==> src/rtl/sr_latch_ctrl.sv <==
// sr_latch_ctrl: shares one external SR latch between NREQ requesters.
// Requests are granted round-robin. Each grant drives exactly one of s_out/r_out
// for PULSE_W cycles, checks the latch feedback, acks the requester, then holds
// a GAP_W-cycle quiet gap. s_out and r_out are never high together.
// Optional build macro: SR_SKIP_REDUNDANT_EN. When it is defined, a grant whose
// requested value already matches q_in skips the drive pulse and goes to CHECK.

module sr_latch_ctrl #(
  parameter int NREQ    = 4,
  parameter int PULSE_W = 2,
  parameter int GAP_W   = 1
) (
  input  logic            clk,
  input  logic            rst,
  input  logic [NREQ-1:0] req,
  input  logic [NREQ-1:0] op,
  input  logic            q_in,
  output logic [NREQ-1:0] ack,
  output logic            s_out,
  output logic            r_out,
  output logic            busy,
  output logic            err
);

  localparam int IDX_W   = (NREQ > 1) ? $clog2(NREQ) : 1;
  localparam int CNT_MAX = (PULSE_W > GAP_W) ? PULSE_W : GAP_W;
  localparam int CNT_W   = (CNT_MAX > 1) ? $clog2(CNT_MAX) : 1;

  localparam logic [CNT_W-1:0] PULSE_LOAD = CNT_W'(PULSE_W - 1);
  localparam logic [CNT_W-1:0] GAP_LOAD   = CNT_W'((GAP_W > 0) ? (GAP_W - 1) : 0);
  localparam logic [IDX_W-1:0] LAST_INIT  = IDX_W'(NREQ - 1);

  typedef enum logic [1:0] {
    IDLE  = 2'd0,
    DRIVE = 2'd1,
    CHECK = 2'd2,
    GAP   = 2'd3
  } state_t;

  state_t           state;
  state_t           state_next;
  logic [IDX_W-1:0] grant;
  logic [IDX_W-1:0] grant_next;
  logic [IDX_W-1:0] last;
  logic [IDX_W-1:0] last_next;
  logic             op_r;
  logic             op_next;
  logic [CNT_W-1:0] cnt;
  logic [CNT_W-1:0] cnt_next;
  logic             err_next;
  logic             s_next;
  logic             r_next;
  logic [NREQ-1:0]  ack_next;
  logic [IDX_W-1:0] pick;
  logic             any_req;

  // Index that is off positions after base, wrapping at NREQ (off is 1..NREQ).
  function automatic logic [IDX_W-1:0] wrap_add(input logic [IDX_W-1:0] base, input int off);
    int sum;
    sum = int'(base) + off;
    if (sum >= NREQ) sum = sum - NREQ;
    return IDX_W'(sum);
  endfunction

  // Round-robin pick: first set req bit searching upward from last+1, wrapping.
  // Scanning from the farthest candidate inward lets the nearest one win.
  always_comb begin
    pick    = last;
    any_req = 1'b0;
    for (int k = NREQ; k >= 1; k--) begin
      if (req[wrap_add(last, k)]) begin
        pick    = wrap_add(last, k);
        any_req = 1'b1;
      end
    end
  end

  // Next-state logic; the shared counter times both the pulse and the gap.
  always_comb begin
    state_next = state;
    grant_next = grant;
    last_next  = last;
    op_next    = op_r;
    cnt_next   = cnt;
    err_next   = err;
    case (state)
      IDLE: begin
        if (any_req) begin
          grant_next = pick;
          last_next  = pick;
          op_next    = op[pick];
          cnt_next   = PULSE_LOAD;
          state_next = DRIVE;
`ifdef SR_SKIP_REDUNDANT_EN
          if (q_in == op[pick]) state_next = CHECK;
`endif
        end
      end
      DRIVE: begin
        if (cnt == '0) begin
          state_next = CHECK;
        end else begin
          cnt_next = cnt - 1'b1;
        end
      end
      CHECK: begin
        if (q_in != op_r) err_next = 1'b1;
        if (GAP_W > 0) begin
          cnt_next   = GAP_LOAD;
          state_next = GAP;
        end else begin
          state_next = IDLE;
        end
      end
      GAP: begin
        if (cnt == '0) begin
          state_next = IDLE;
        end else begin
          cnt_next = cnt - 1'b1;
        end
      end
      default: state_next = IDLE;
    endcase
  end

  // Output values for the coming cycle, decoded from the next state so the
  // outputs themselves can be plain registers with a clean async reset.
  always_comb begin
    s_next   = (state_next == DRIVE) &  op_next;
    r_next   = (state_next == DRIVE) & ~op_next;
    ack_next = '0;
    if (state_next == CHECK) ack_next = NREQ'(1) << grant_next;
  end

  // State, bookkeeping and registered outputs; reset drops every output at once.
  always_ff @(posedge clk or posedge rst) begin
    if (rst) begin
      state <= IDLE;
      grant <= '0;
      last  <= LAST_INIT;
      op_r  <= 1'b0;
      cnt   <= '0;
      err   <= 1'b0;
      s_out <= 1'b0;
      r_out <= 1'b0;
      ack   <= '0;
    end else begin
      state <= state_next;
      grant <= grant_next;
      last  <= last_next;
      op_r  <= op_next;
      cnt   <= cnt_next;
      err   <= err_next;
      s_out <= s_next;
      r_out <= r_next;
      ack   <= ack_next;
    end
  end

  assign busy = (state != IDLE);

endmodule
==> config.mk <==
export PLATFORM = sky130hd
export DESIGN_NAME = sr_latch_ctrl
export DESIGN_NICKNAME = d
export VERILOG_FILES = /design/src/rtl/sr_latch_ctrl.sv
export SDC_FILE = /design/constraint.sdc
export NUM_CORES = 1
export LEC_CHECK = 0
export CAP_MARGIN = 20
export CORE_MARGIN = 3
export CORE_UTILIZATION = 40
export DETAILED_ROUTE_END_ITERATION = 6
export PLACE_DENSITY = 0.67
export SYNTH_ARGS = -nofsm -noshare
export SYNTH_HDL_FRONTEND = slang
export SYNTH_SLANG_ARGS = --single-unit
==> constraint.sdc <==
create_clock -name clk -period 2.2 [get_ports clk]
set_input_delay 0.44 -clock clk [delete_from_list [all_inputs] [get_ports clk]]
set_output_delay 0.44 -clock clk [all_outputs]
set_load 0.02 [all_outputs]
==> impl_metrics.json <==
{
  "io_pins": 19,
  "ys.warnings.count": 0,
  "cts_tree": "yes",
  "synth_top_family_by_area": "simple AND/OR/NAND/NOR gates",
  "synth_fa_ha_area_share_pct": 0,
  "syn_avg_cell_area_um2": 11.1,
  "die_y_um": 49.1,
  "via_count": 554,
  "required_ns": 1.76,
  "min_path_type": "flip-flop to flip-flop",
  "die_area_um2": 2410,
  "yosysTopAreaCellShare_pct": 43.8,
  "hold_depth": 2,
  "fin_setup_tns_ns": 0,
  "synthFlopType": "dfrtp_1",
  "gr-total-overflow": 0,
  "outcome": "finished clean",
  "num_antenna_cells": 0,
  "cp_max_fo": 7,
  "fmax_mhz": 489,
  "synth_cell_types": 36,
  "syn_area_um2": 743,
  "wl_met2_um": 679,
  "hold_violations": 0,
  "power_mw": 1.25,
  "r2r_slack_ns": 0.35,
  "clk_latency_ns": 0.28,
  "cts_buffers": 3,
  "yosysTopAreaCell": "dfrtp_1",
  "p_seq_share_pct": 40.9,
  "drc": 0,
  "cts_hold_buffers": 0,
  "final_nets": 101,
  "rr_worst_depth": 5,
  "fin_skew_ns": 0.00324,
  "slew_violations": 0,
  "powerDensity_nw_per_um2": 1270,
  "cp-start-kind": "flip-flop",
  "drv_cap": 0,
  "switching_share_pct": 39.3,
  "ir_drop_mv": 0.672,
  "clkPwrFrac_pct": 12.3,
  "synth_area_leaders": "dfrtp_1 44%, dfstp_2 7.1%, mux2i_1 5.4%, o31ai_4 2.9%, nand2_1 2.5%",
  "p_leak_nw": 0.434,
  "cts.sinks": 15,
  "grt_use_total_pct": 12.6,
  "fill_cells": 141,
  "dr_wl_met3_um": 63,
  "yosysSeqAreaShare_pct": 50.8,
  "ys_async_sr_fraction_pct": 100,
  "drive_gt1_share_pct": 21.3,
  "synthSimpleGateAreaFrac_pct": 20.4,
  "antenna_found_initial": 0,
  "postSynthCellCount": 67,
  "p_int_uw": 759,
  "synth_xor_area_share_pct": 2.36,
  "synth_compound_area_share_pct": 17.0,
  "clockBufferDepth": 2,
  "port_buffers": 18,
  "grt_max_degree": 16,
  "htreeDepth": 1,
  "grt_pass1_vias": 545,
  "initial_utilization_pct": 45.6,
  "reg2reg_to": "s_out",
  "routed_wl_um": 1370,
  "cp_data_arrival_time_ns": 1.60,
  "die_w_um": 49.1,
  "cts_root_buf": "clkbuf_4",
  "synthMuxAreaShare_pct": 5.39,
  "grt_pass1_wl_um": 2300,
  "clk_pin_slew_ns": 0.08,
  "syn_to_final_growth_pct": 32.7,
  "ant_nets": 0,
  "worstHoldStart": "err",
  "yosys_register_bits": 15,
  "synth_edf_count": 0,
  "crit_type": "flip-flop to primary output",
  "min_to": "err",
  "r2r_start": "last[1]",
  "post-route-period-util_pct": 92.9,
  "slew_headroom_pct": 64.6,
  "syn_nets": 78,
  "pwr-share-comb_pct": 46.9,
  "rsz0062_at_grt": "no",
  "via_per_inst": 4.90,
  "fin_crit_ns": 2.04,
  "core_area_um2": 1630,
  "p_switching_uw": 492,
  "worstMarginPinSlew_ns": 0.531,
  "top_layer_used": "met4",
  "setup_viol": 0,
  "gp_congestion": 0.715,
  "wl_met1_um": 605,
  "wire_per_inst_um": 12.1,
  "dp_hpwl_um": 1070,
  "drtIter0Drc": 0,
  "rows": 14,
  "crit_path_end_kind": "primary output",
  "firstDrtPassIters": 1
}
Yosys cell counts, types with 2 or more instances:
| cell | n |
|---|---|
| dfrtp_1 | 13 |
| and3_2 | 2 |
| dfstp_2 | 2 |
| xnor2_1 | 2 |
| nor4_1 | 2 |
| mux2i_1 | 4 |
| nand2_1 | 5 |
| inv_1 | 4 |
| nor2_1 | 5 |
| o21a_1 | 2 |
flip-flops by register name (all words and copies together) (netlist names):
register and flops:
state 2, last 2, r_out 1, err 1
op_r 1, ack 4, cnt 1, s_out 1
grant 2
cells in the final DEF (no fill, tap or decap), drive strengths merged, types with 2 or more instances in the layout:
cell,count
clkbuf,4
mux2i,4
clkdlybuf4s50,18
xnor2,2
dfstp,2
o31ai,2
nor4,3
nand2,6
buf,2
dfrtp,13
o21a,2
a21oi,2
inv,5
nor2,6
and3,2
layer usage:
layer / track usage, % / vias to the layer above
met5: 0 / -
met4: 5.69 / 0
met3: 5.20 / 4
met2: 19.9 / 10
met1: 14.9 / 258
li1: - / 282
stage by stage:
step                      hold slack [ns]  setup WS, ns  util (%)  instance area [um^2]  instances
after floorplan                     0.340         0.451         -                   743         67
after global placement              0.455        0.0118      58.8                   957        109
after detailed placement            0.465       -0.0189      58.8                   957        109
after CTS                           0.485        0.0699      60.4                   983        113
after global routing                0.525        0.0853      60.5                   986        113
final                               0.476         0.157      60.5                   986        113
power groups by stage:
stage / Combinational [mW] / Clock (mW) / Sequential (mW)
CTS: 0.592 / 0.159 / 0.506
finish: 0.586 / 0.153 / 0.511
detailed placement: 0.585 / 0 / 0.510
global placement: 0.580 / 0 / 0.511
global route: 0.635 / 0.172 / 0.531
floorplan: 0.414 / 0 / 0.505
worst max-delay path by stage:
stage / cells past startpoint / startpoint / end / slack [ns]
floorplan: 6 / last[1] / s_out / 0.45
global placement: 7 / req[0] / ack[0] / 0.01
detailed placement: 6 / req[2] / s_out / -0.02
CTS: 3 / state[1] / busy / 0.07
global route: 3 / state[1] / busy / 0.09
finish: 3 / state[1] / busy / 0.16
final cells by class:
class / count / area (um^2) / share of cell area (%)
multi-input cells: 45 / 338 / 34.3
flip-flops and latches: 15 / 378 / 38.3
well taps: 24 / 30.0 / 3.05
repair buffers: 20 / 195 / 19.8
inverters: 5 / 18.8 / 1.90
clock buffers: 4 / 26.3 / 2.66
cell families (layout without fill, tap and decap cells):
| logic type | count (synthesis) | in the layout |
|---|---|---|
| simple gates | 25 | 25 |
| flops | 15 | 15 |
| compound gates | 14 | 14 |
| buf+inv | 7 | 29 |
| mux | 4 | 4 |
| xor+xnor | 2 | 2 |
worst max-delay path, stage by stage, from the launching register on:
cell	delay (ns)
dfrtp_1	0.48
nor2_2	0.23
inv_1	0.08
clkdlybuf4s50_1	0.54
repair_timing:
item | 4_1_cts | 5_1_grt
gates resized for setup | 0 | 1
setup endpoints to repair | 0 | 1
hold endpoints to repair | 0 | 0
setup buffers | 0 | 0
Note: power is estimated with default switching activity, not from simulation.
